==> src/rtl/uart_rx_fifo_if.sv <==
// CPU-side read/status interface of the UART receiver FIFO.
// The slave modport is the receiver; the master modport is the CPU I/O decoder.
// With UART_RX_PARITY_EN defined the interface also carries parity_err.
interface uart_rx_fifo_if #(
    parameter int FIFO_DEPTH = 4
) ();
    logic                                 rd_en;
    logic [7:0]                           rd_data;
    logic                                 rd_valid;
    logic [$clog2(FIFO_DEPTH + 1) - 1:0]  count;
    logic                                 frame_err;
    logic                                 overrun;
    logic                                 clear_err;
`ifdef UART_RX_PARITY_EN
    logic                                 parity_err;
`endif

    modport master (
        output rd_en, clear_err,
`ifdef UART_RX_PARITY_EN
        input  parity_err,
`endif
        input  rd_data, rd_valid, count, frame_err, overrun
    );

    modport slave (
        input  rd_en, clear_err,
`ifdef UART_RX_PARITY_EN
        output parity_err,
`endif
        output rd_data, rd_valid, count, frame_err, overrun
    );
endinterface

==> src/rtl/uart_rx_fifo.sv <==
// UART receiver: 2-flop synchroniser, oversampling 8N1 deserialiser (LSB first),
// show-ahead receive FIFO and sticky frame/overrun status.
// Optional feature macro: UART_RX_PARITY_EN selects 8E1 framing and adds parity_err.
module uart_rx_fifo #(
    parameter int CLKS_PER_BIT = 5208,
    parameter int FIFO_DEPTH   = 4
) (
    input  logic          clock,
    input  logic          reset,
    input  logic          rx,
    uart_rx_fifo_if.slave bus
);
    localparam int CNT_W = $clog2(CLKS_PER_BIT);
    localparam int PTR_W = $clog2(FIFO_DEPTH);
    localparam int CW    = $clog2(FIFO_DEPTH + 1);
    localparam logic [CNT_W-1:0] HALF_LAST = CNT_W'(CLKS_PER_BIT / 2 - 1);
    localparam logic [CNT_W-1:0] BIT_LAST  = CNT_W'(CLKS_PER_BIT - 1);

    typedef enum logic [2:0] {
        IDLE,
        START,
        DATA,
`ifdef UART_RX_PARITY_EN
        PARITY,
`endif
        STOP,
        RECOVER
    } state_t;

    state_t             state;
    logic               rx_meta;
    logic               rx_s;
    logic [CNT_W-1:0]   baud_cnt;
    logic [2:0]         bit_idx;
    logic [7:0]         shift_q;
    logic               push_req;
    logic               frame_err_q;
    logic               overrun_q;
`ifdef UART_RX_PARITY_EN
    logic               par_bad;
    logic               parity_err_q;
`endif

    logic [7:0]         mem [FIFO_DEPTH];
    logic [PTR_W-1:0]   wr_ptr;
    logic [PTR_W-1:0]   rd_ptr;
    logic [CW-1:0]      count_q;
    logic               full;
    logic               do_pop;
    logic               do_push;
    logic               drop;

    // Bring the asynchronous line into the clock domain; idle-high after reset.
    always_ff @(posedge clock) begin
        if (reset) begin
            rx_meta <= 1'b1;
            rx_s    <= 1'b1;
        end else begin
            rx_meta <= rx;
            rx_s    <= rx_meta;
        end
    end

    // Frame state machine: start validation, bit sampling, stop check and status flags.
    always_ff @(posedge clock) begin
        if (reset) begin
            state       <= IDLE;
            baud_cnt    <= '0;
            bit_idx     <= '0;
            push_req    <= 1'b0;
            frame_err_q <= 1'b0;
`ifdef UART_RX_PARITY_EN
            par_bad      <= 1'b0;
            parity_err_q <= 1'b0;
`endif
        end else begin
            push_req <= 1'b0;
            // Clear first so a coinciding set event below takes priority.
            if (bus.clear_err) begin
                frame_err_q <= 1'b0;
`ifdef UART_RX_PARITY_EN
                parity_err_q <= 1'b0;
`endif
            end
            case (state)
                IDLE: begin
                    if (!rx_s) begin
                        state    <= START;
                        baud_cnt <= '0;
                    end
                end
                START: begin
                    if (baud_cnt == HALF_LAST) begin
                        baud_cnt <= '0;
                        bit_idx  <= '0;
                        state    <= rx_s ? IDLE : DATA;
                    end else begin
                        baud_cnt <= baud_cnt + CNT_W'(1);
                    end
                end
                DATA: begin
                    if (baud_cnt == BIT_LAST) begin
                        baud_cnt <= '0;
                        bit_idx  <= bit_idx + 3'd1;
                        if (bit_idx == 3'd7) begin
`ifdef UART_RX_PARITY_EN
                            state <= PARITY;
`else
                            state <= STOP;
`endif
                        end
                    end else begin
                        baud_cnt <= baud_cnt + CNT_W'(1);
                    end
                end
`ifdef UART_RX_PARITY_EN
                PARITY: begin
                    if (baud_cnt == BIT_LAST) begin
                        baud_cnt <= '0;
                        // Even parity: data bits plus parity bit must XOR to zero.
                        par_bad  <= ^{shift_q, rx_s};
                        if (^{shift_q, rx_s}) begin
                            parity_err_q <= 1'b1;
                        end
                        state <= STOP;
                    end else begin
                        baud_cnt <= baud_cnt + CNT_W'(1);
                    end
                end
`endif
                STOP: begin
                    if (baud_cnt == BIT_LAST) begin
                        baud_cnt <= '0;
                        if (rx_s) begin
`ifdef UART_RX_PARITY_EN
                            push_req <= !par_bad;
`else
                            push_req <= 1'b1;
`endif
                            state <= IDLE;
                        end else begin
                            frame_err_q <= 1'b1;
                            state       <= RECOVER;
                        end
                    end else begin
                        baud_cnt <= baud_cnt + CNT_W'(1);
                    end
                end
                RECOVER: begin
                    // Wait for the line to return high so a break is not read as start bits.
                    if (rx_s) begin
                        state <= IDLE;
                    end
                end
                default: state <= IDLE;
            endcase
        end
    end

    // Shift register holds only data; it is overwritten before every use so needs no reset.
    always_ff @(posedge clock) begin
        if (state == DATA && baud_cnt == BIT_LAST) begin
            shift_q <= {rx_s, shift_q[7:1]};
        end
    end

    assign full    = (count_q == CW'(FIFO_DEPTH));
    assign do_pop  = bus.rd_en && (count_q != '0);
    assign do_push = push_req && (!full || do_pop);
    assign drop    = push_req && full && !do_pop;

    // FIFO pointers, occupancy and the overrun flag.
    always_ff @(posedge clock) begin
        if (reset) begin
            wr_ptr    <= '0;
            rd_ptr    <= '0;
            count_q   <= '0;
            overrun_q <= 1'b0;
        end else begin
            if (do_push) begin
                wr_ptr <= wr_ptr + PTR_W'(1);
            end
            if (do_pop) begin
                rd_ptr <= rd_ptr + PTR_W'(1);
            end
            case ({do_push, do_pop})
                2'b10:   count_q <= count_q + CW'(1);
                2'b01:   count_q <= count_q - CW'(1);
                default: count_q <= count_q;
            endcase
            if (bus.clear_err) begin
                overrun_q <= 1'b0;
            end
            if (drop) begin
                overrun_q <= 1'b1;
            end
        end
    end

    // FIFO storage write; the byte comes straight from the shift register.
    always_ff @(posedge clock) begin
        if (do_push) begin
            mem[wr_ptr] <= shift_q;
        end
    end

    assign bus.rd_valid  = (count_q != '0);
    assign bus.rd_data   = (count_q != '0) ? mem[rd_ptr] : 8'h00;
    assign bus.count     = count_q;
    assign bus.frame_err = frame_err_q;
    assign bus.overrun   = overrun_q;
`ifdef UART_RX_PARITY_EN
    assign bus.parity_err = parity_err_q;
`endif
endmodule

==> src/flat_wrapper.sv <==
// flat-port wrapper written by rule: the top's interface ports become plain ports
module uart_rx_fifo_flat 
#(
    parameter int CLKS_PER_BIT = 5208,
    parameter int FIFO_DEPTH   = 4
)
  (clock, reset, rx, bus_rd_en, bus_clear_err, bus_rd_data, bus_rd_valid, bus_count, bus_frame_err, bus_overrun);
  uart_rx_fifo_if #(.FIFO_DEPTH(FIFO_DEPTH)) bus_i ();
  input  logic clock;
  input  logic reset;
  input  logic rx;
  input wire logic [$bits(bus_i.rd_en)-1:0] bus_rd_en;
  input wire logic [$bits(bus_i.clear_err)-1:0] bus_clear_err;
  output wire logic [$bits(bus_i.rd_data)-1:0] bus_rd_data;
  output wire logic [$bits(bus_i.rd_valid)-1:0] bus_rd_valid;
  output wire logic [$bits(bus_i.count)-1:0] bus_count;
  output wire logic [$bits(bus_i.frame_err)-1:0] bus_frame_err;
  output wire logic [$bits(bus_i.overrun)-1:0] bus_overrun;
  assign bus_i.rd_en = bus_rd_en;
  assign bus_i.clear_err = bus_clear_err;
  assign bus_rd_data = bus_i.rd_data;
  assign bus_rd_valid = bus_i.rd_valid;
  assign bus_count = bus_i.count;
  assign bus_frame_err = bus_i.frame_err;
  assign bus_overrun = bus_i.overrun;
  uart_rx_fifo #(.CLKS_PER_BIT(CLKS_PER_BIT), .FIFO_DEPTH(FIFO_DEPTH)) u_core (.clock(clock), .reset(reset), .rx(rx), .bus(bus_i));
endmodule
==> config.mk <==
export PLATFORM = sky130hd
export DESIGN_NAME = uart_rx_fifo_flat
export DESIGN_NICKNAME = d
export VERILOG_FILES = /design/src/rtl/uart_rx_fifo_if.sv /design/src/rtl/uart_rx_fifo.sv /design/src/flat_wrapper.sv
export SDC_FILE = /design/constraint.sdc
export NUM_CORES = 1
export LEC_CHECK = 0
export CORE_MARGIN = 3
export CORE_UTILIZATION = 59
export DETAILED_ROUTE_END_ITERATION = 12
export GPL_TIMING_DRIVEN = 0
export PLACE_DENSITY_LB_ADDON = 0.25
export SETUP_SLACK_MARGIN = 0.4
export SLEW_MARGIN = 20
export SYNTH_ARGS = -nofsm -noshare
export SYNTH_HDL_FRONTEND = slang
export SYNTH_SLANG_ARGS = --single-unit
==> constraint.sdc <==
create_clock -name clock -period 2.65 [get_ports clock]
set_input_delay 0.3975 -clock clock [delete_from_list [all_inputs] [get_ports clock]]
set_output_delay 0.3975 -clock clock [all_outputs]
set_load 0.02 [all_outputs]
==> impl_results.md, run 1 <==
* Reg-to-reg startpoint: u_core.bus.count[0]
* CP max FO at 8
* Summed instance area of the synthesized netlist at 3357 µm²
* Async S/R FF share, synth at 0%
* Predominant post-synthesis flop cell: edfxtp_1
* Worst EP required at 2.25 ns
* Antenna violations before repair at 0
* Top-area cell type share of the netlist area at 35.78%
* Total Neg Setup Slack at 0 ns
* Critical hold path startpoint: u_core.rx_meta
* CP Launch Type: register
* Net switching component of the power at 473.6 µW
* Clock sink count at 73
* Maximum level of the CTS H-tree at 3
* # fillers at 353
* Setup repair after global routing missed its margin: true
* Routed wire length at 6.035 mm
* # nets final at 321
* Via-to-Cell Ratio at 5.825
* Average wire per standard cell at 15.80 µm
* Outcome: completed
* Area Overhead vs Synth at 16.47%
* Final worst setup slack at 0.4801 ns
* Post-route fraction of the period consumed by the critical path at 81.88%
* Count of endpoints failing hold in the final timing report at 0
* Flip-flop and latch area at 1867 µm²
* Post-Syn Nets at 289
* Slew Viols, Final at 0
* Average instance area after synthesis at 12.21 µm²
* Slowest cell on the critical path: mux4_2
* Worst path arrival time at 1.77 ns
* Final setup violation count at 0
* Areal power density over the cells at 591.7 nW/µm²
* Later-pin clock latency in the skew report at 0.35 ns
* Core footprint at 5303 µm²
* Unique cell type count in the Yosys netlist at 58
* Detailed Route Iter0 Violations at 103
* Share of total power consumed by net switching at 20.47%
* Setup skew after layout at 0.008466 ns
* Max-cap violation count at 0
* DR DRC count at 0
* Pin count of the biggest net entering global routing at 15
* Number of vias in the routed layout at 2225
* Int Power at 1.840 mW
* Antenna viol nets, final at 0
* Max IR drop VDD at 0.0004742 V
* N_diodes at 0
* Leakage power summed over all cells at 1.305 nW
* PortBufs at 18
* Type of the worst min-delay path: reg2reg
* Crit path max-delay family: multiplexers
* Initial Utilization at 63.31%
* Worst relative slew slack at 65.30%
* Synth area leader: edfxtp_1
* Ports at 19
* Period minus WS final at 2.170 ns
* Critical path capture point type: output pin
* Final core utilization at 73.74%
* Clock network fraction of total power at 46.4%
* Worst slew pin tran at 0.5205 ns
* Y dimension of the die at 81.43 µm
* Highest attainable clock frequency at 0.4609 GHz
* CTS clock-pin slew for the worst setup and hold paths at 0.08 ns
* First-pass iteration count of the detailed router at 4
* Root buf cell: clkbuf_8
* Number of CTS-inserted buffers at 9
* Number of placed instances with taps included at 363
* Layout cells sized above 1 at 21.15%
* Yosys warnings at 0
* Synthesized flop and latch total at 73
* Number of enable flip-flop cells after synthesis at 40
* Cells taking the most area after synthesis: edfxtp_1 (36%), dfxtp_1 (20%), mux4_2 (5.4%)
* Multi-input combinational cell area at 1429 µm²
* HPWL after detailed placement at 4.061 mm
* Final RePlAce weighted congestion at 0.8719
* Overall power after layout at 2.314 mW
* Total buffers and inverters traversed by the critical path at 2
* Critical path type: reg2out
* Number of global-route vias before repair at 2124
* Flop pwr share at 51.4%
* Sequential fraction of the synthesis area at 55.46%
* Crit-path cells: buf_12 > mux4_2 > and2_1 > clkdlybuf4s15_1
* Number of standard cells after synthesis at 275
* Total global routing track utilization at 20.57%
* Count of non-filler cells in the finished layout at 382
* Die width at 81.43 µm
* GR Overflow Total at 0
* Maximum clock insertion buffer count at 2
* Proportion of power drawn by combinational gates at 2.2%
* Number of rows in the core area at 26
* CTS tree: yes
* Die Outline Area at 6631 µm²
* Global-route wire length before repair at 10.07 mm
* Worst stage delay on the critical path at 0.49 ns
* Worst slack at placement at -0.1300 ns
-- sequential cells by signal, summed over array words and instances, names as in the netlist, named ones only --
| name | cells |
|---|---|
| u_core.push_req | 1 |
| u_core.bus.overrun | 1 |
| u_core.shift_q | 8 |
| u_core.rd_ptr | 2 |
| u_core.mem | 32 |
| u_core.bus.count | 3 |
| u_core.bit_idx | 3 |
| u_core.bus.frame_err | 1 |
| u_core.rx_s | 1 |
| u_core.state | 3 |
| u_core.baud_cnt | 13 |
| u_core.rx_meta | 1 |
| u_core.wr_ptr | 2 |
-- layout make-up --
class / count / area share [%]
sequential: 73 / 47.74
multi-input combinational: 180 / 36.54
tap: 70 / 2.240
inverter: 11 / 1.056
timing repair buffer: 21 / 4.224
clock inverter: 7 / 3.232
clock buffer: 9 / 3.168
buffer: 11 / 1.792
-- cells in the final DEF, fill, tap and decap left out, types with 2 or more instances in the layout --
| cell | n |
|---|---|
| nor2_2 | 2 |
| a211oi_1 | 4 |
| and2_1 | 13 |
| xnor2_1 | 2 |
| and3_1 | 2 |
| a311oi_4 | 2 |
| or3_1 | 4 |
| nor2_1 | 17 |
| inv_1 | 11 |
| a21o_1 | 3 |
| o21bai_1 | 2 |
| ha_1 | 7 |
| clkdlybuf4s50_1 | 8 |
| xor2_1 | 6 |
| nand2b_1 | 4 |
| or2_2 | 4 |
| o211ai_1 | 5 |
| edfxtp_1 | 40 |
| nor3b_1 | 5 |
| clkbuf_1 | 4 |
| mux4_2 | 8 |
| nor2b_1 | 3 |
| a311oi_2 | 2 |
| nor4b_4 | 2 |
| o21ai_0 | 8 |
| nand3_1 | 10 |
| a21oi_1 | 10 |
| bufinv_16 | 3 |
| nor4_1 | 2 |
| clkbuf_8 | 9 |
| nand4_1 | 6 |
| nand2_1 | 17 |
| dfxtp_1 | 31 |
| and4bb_2 | 3 |
| buf_2 | 2 |
| clkbuf_2 | 9 |
| dlygate4sd2_1 | 2 |
| nor3_1 | 2 |
| buf_4 | 4 |
-- cells by family after synthesis --
| logic type | after synthesis | share of synthesized area, % |
|---|---|---|
| muxes | 9 | 5.665 |
| AOI/OAI and AO/OA | 48 | 11.14 |
| DFF | 73 | 55.46 |
| xor gates and xnor gates | 8 | 2.087 |
| and+or+nand+nor | 106 | 19.38 |
| buffers and inverters | 22 | 2.684 |
| adders and majority gates | 9 | 3.578 |
-- power groups by stage --
| stage | clock, mW | sequential [mW] | combinational, mW |
|---|---|---|---|
| floorplan | 0 | 1.21 | 0.0354 |
| global placement | 0 | 1.22 | 0.0511 |
| detailed placement | 0 | 1.22 | 0.0514 |
| CTS | 1.09 | 1.19 | 0.0516 |
| global route | 1.14 | 1.19 | 0.0578 |
| finish | 1.07 | 1.19 | 0.0515 |
-- Yosys cell counts (2+ instances only) --
master and instances:
edfxtp_1 40, dfxtp_1 33, nand2_1 17, nor2_1 17
and2_1 13, a21oi_1 11, inv_1 11, nand3_1 10
ha_1 8, mux4_2 8, o21ai_0 8, clkbuf_1 7
nand4_1 6, xor2_1 6, nor3b_1 5, o211ai_1 5
a211oi_1 4, nand2b_1 4, or2_2 4, or3_1 4
a21o_1 3, and4bb_2 3, buf_2 3, nor2b_1 3
a311oi_2 2, a311oi_4 2, and3_1 2, nor2_2 2
nor3_1 2, nor4_1 2, o21bai_1 2, xnor2_1 2
-- routing by layer --
metal,wire (µm),global-route usage (%)
met1,2745,26.70
met2,2938,32.65
met3,216,4.057
met4,135,10.98
met5,0,0
-- stage by stage --
step / hold WS, ns / area, µm²
after floorplan: 0.3895 / 3363
after global placement: 0.3940 / 3631
after detailed placement: 0.3946 / 3631
after CTS: 0.4135 / 3919
after global routing: 0.4282 / 3910
final: 0.4125 / 3910
-- final timing paths --
check	end	slack [ns]	cells past startpoint
setup / recovery	bus_rd_data[3]	0.48	4
hold reg to reg	u_core.rx_s	0.41	1
setup reg to reg	u_core.bus.count[2]	0.49	10
hold / removal	u_core.rx_s	0.41	1
-- repair_timing --
action	CTS	global route
hold buffers	0	0
setup endpoints to repair	10	9
pin swaps	1	2
setup buffers	2	1
resized for setup	24	16
Power figures use the tool's default switching activity.
==> inputs of run 2 (changes only) <==
CORE_UTILIZATION = 53   (was 59)
clock period = 1.78 ns   (was 2.65 ns; I/O delays follow)
==> impl_results.md, run 2 (synthesis gave the netlist of run 1 again) <==
* DR DRC count at 0
* Worst relative slew slack at 66.89%
* Worst hold slack across all endpoints at 0.4111 ns
* Ports at 19
* Maximum level of the CTS H-tree at 3
* Type of the worst min-delay path: reg2reg
* Die Outline Area at 7325 µm²
* # nets final at 353
* Flip-flop count of the largest register after layout at 32
* Core footprint at 6026 µm²
* # fillers at 379
* HPWL after detailed placement at 4.325 mm
* Number of rows in the core area at 28
* Final setup violation count at 11
* Antenna violations before repair at 0
* Later-pin clock latency in the skew report at 0.35 ns
* CP max FO at 5
* Routed wire length at 7.466 mm
* Via-to-Cell Ratio at 5.902
* Detailed Route Iter0 Violations at 99
* Final RePlAce weighted congestion at 0.8559
* Root buf cell: clkbuf_8
* Post-route fraction of the period consumed by the critical path at 118.0%
* Clock sink count at 73
* Area Overhead vs Synth at 34.29%
* Count of endpoints failing hold in the final timing report at 0
* Count of non-filler cells in the finished layout at 419
* Number of vias in the routed layout at 2473
* Pin count of the biggest net entering global routing at 14
* Number of CTS-inserted buffers at 9
* Worst stage delay on the critical path at 0.37 ns
* Crit-path cells: nor4b_4 > nor2b_1 > buf_4 > inv_4 > ha_4 > inv_2 > fa_2 > xor2_1 > or3_1 > a21oi_2
* Number of global-route vias before repair at 2282
* Y dimension of the die at 85.59 µm
* Placed Area at 3772 µm²
* CTS clock-pin slew for the worst setup and hold paths at 0.08 ns
* Largest Register: u_core.mem
* Final cell area excluding filler cells at 4508 µm²
* Period minus WS final at 2.101 ns
* Setup repair after global routing missed its margin: true
* Worst slew pin tran at 0.4948 ns
* Setup skew after layout at 0.008414 ns
* Layout cells sized above 1 at 46.22%
* Leading cell types in the layout, fill and taps excluded: edfxtp_1 (40), buf_4 (25), buf_6 (20)
* First-pass iteration count of the detailed router at 4
* Global-route wire length before repair at 11.43 mm
* Violated checks: setup timing
* Initial Utilization at 55.71%
* Registers with the most flip-flops: u_core.mem x32, u_core.baud_cnt x13, u_core.shift_q x8
* Outcome: complete, but fails checks
* Max IR drop VDD at 0.0006022 V
* Highest attainable clock frequency at 0.4759 GHz
* Critical path capture point type: register
* Leading cell type in the layout, fill and taps excluded: edfxtp_1
* Worst path arrival time at 2.39 ns
* Total global routing track utilization at 20.24%
* Slew Viols, Final at 0
* PortBufs at 18
* Die width at 85.59 µm
* CP Launch Type: register
* Antenna viol nets, final at 0
* Max-cap violation count at 0
* Critical path type: reg2reg
* N_diodes at 0
* Average wire per standard cell at 17.82 µm
* Worst EP required at 2.07 ns
* CTS tree: yes
* Areal power density over the cells at 730.5 nW/µm²
* GR Overflow Total at 0
* Slowest cell on the critical path: dfxtp_4
* Number of placed instances with taps included at 368
* Maximum clock insertion buffer count at 2
* Leakage power summed over all cells at 1.575 nW
* Final worst setup slack at -0.3212 ns
-- run 2: changes by cell type in the layout (fill, tap and decap cells not counted), moves of 5 or more --
cell	change
and2_4	+13
dfxtp_1	-12
dfxtp_2	+9
o21ai_0	-6
o21ai_2	+5
clkbuf_2	-6
buf_4	+21
buf_6	+20
clkdlybuf4s50_1	-5
and2_1	-13
-- run 2: layout make-up --
type | instances | area (µm²) | area share [%]
Clock buffer | 9 | 123.9 | 2.748
Buffer | 11 | 90.09 | 1.998
Multi-Input combinational cell | 180 | 1649 | 36.58
Inverter | 11 | 51.30 | 1.138
Timing Repair inverter | 1 | 11.26 | 0.2498
Clock inverter | 7 | 95.09 | 2.109
Tap cell | 75 | 93.84 | 2.082
Sequential cell | 73 | 1889 | 41.91
Timing Repair Buffer | 52 | 504.2 | 11.19
-- run 2: repair_timing --
item / CTS / global route
endpoints found under the setup margin: 85 / 81
resized for setup: 96 / 41
hold buffers: 0 / 0
buffers inserted: 21 / 12
pin swaps: 32 / 16
gates cloned: 1 / 1
-- run 2: per-stage QoR --
stage                     worst slack, ns  setup TNS (ns)  total power, mW  util [%]
final                             -0.3212          -1.378            3.293     74.81
after global routing              -0.4433          -2.131            3.394     74.81
after CTS                         -0.3078          -1.919            3.293     71.05
after detailed placement          -0.7963          -11.39            1.892     62.60
after global placement            -0.7543          -10.88            1.890     62.60
after floorplan                   -0.2304         -0.3221            1.863         -
-- run 2: worst max-delay path, delay by kind of cell, from the launching register on --
family / cells / cell delay [ns]
buffers and inverters: 3 / 0.23
flip-flops: 1 / 0.37
XOR/XNOR: 1 / 0.15
AND/OR/NAND/NOR: 3 / 0.72
AO/OA/AOI/OAI: 1 / 0.11
adder cells (fa/ha/maj): 2 / 0.45
-- run 2: path summary, 6_finish.rpt --
kind / from / endpoint / slack [ns] / cells after the start
hold reg to reg: u_core.rx_meta / u_core.rx_s / 0.41 / 1
setup / recovery: u_core.bus.count[0] / u_core.bus.count[2] / -0.32 / 10
setup reg to reg: u_core.bus.count[0] / u_core.bus.count[2] / -0.32 / 10
hold / removal: u_core.rx_meta / u_core.rx_s / 0.41 / 1
-- run 2: layer usage --
metal	wire [µm]	track usage, %	vias up	part of all wire [%]
met2	3563	30.79	55	48
met5	0	0	-	0
met1	3506	28.06	1240	47
met4	132	9.065	0	1.8
met3	264	4.227	13	3.5
li1	-	-	1165	-
-- run 2: power by group --
group	total, mW	switching (mW)	internal [mW]
sequential	1.77	0.00845	1.76
clock	1.42	0.629	0.788
combinational	0.107	0.0625	0.0440
total	3.29	0.700	2.59
==> inputs of run 3 (changes only) <==
SLEW_MARGIN = not set   (was 20)
==> results of run 3 <==
The final DEF is identical to that of run 2; final timing and power are the same.
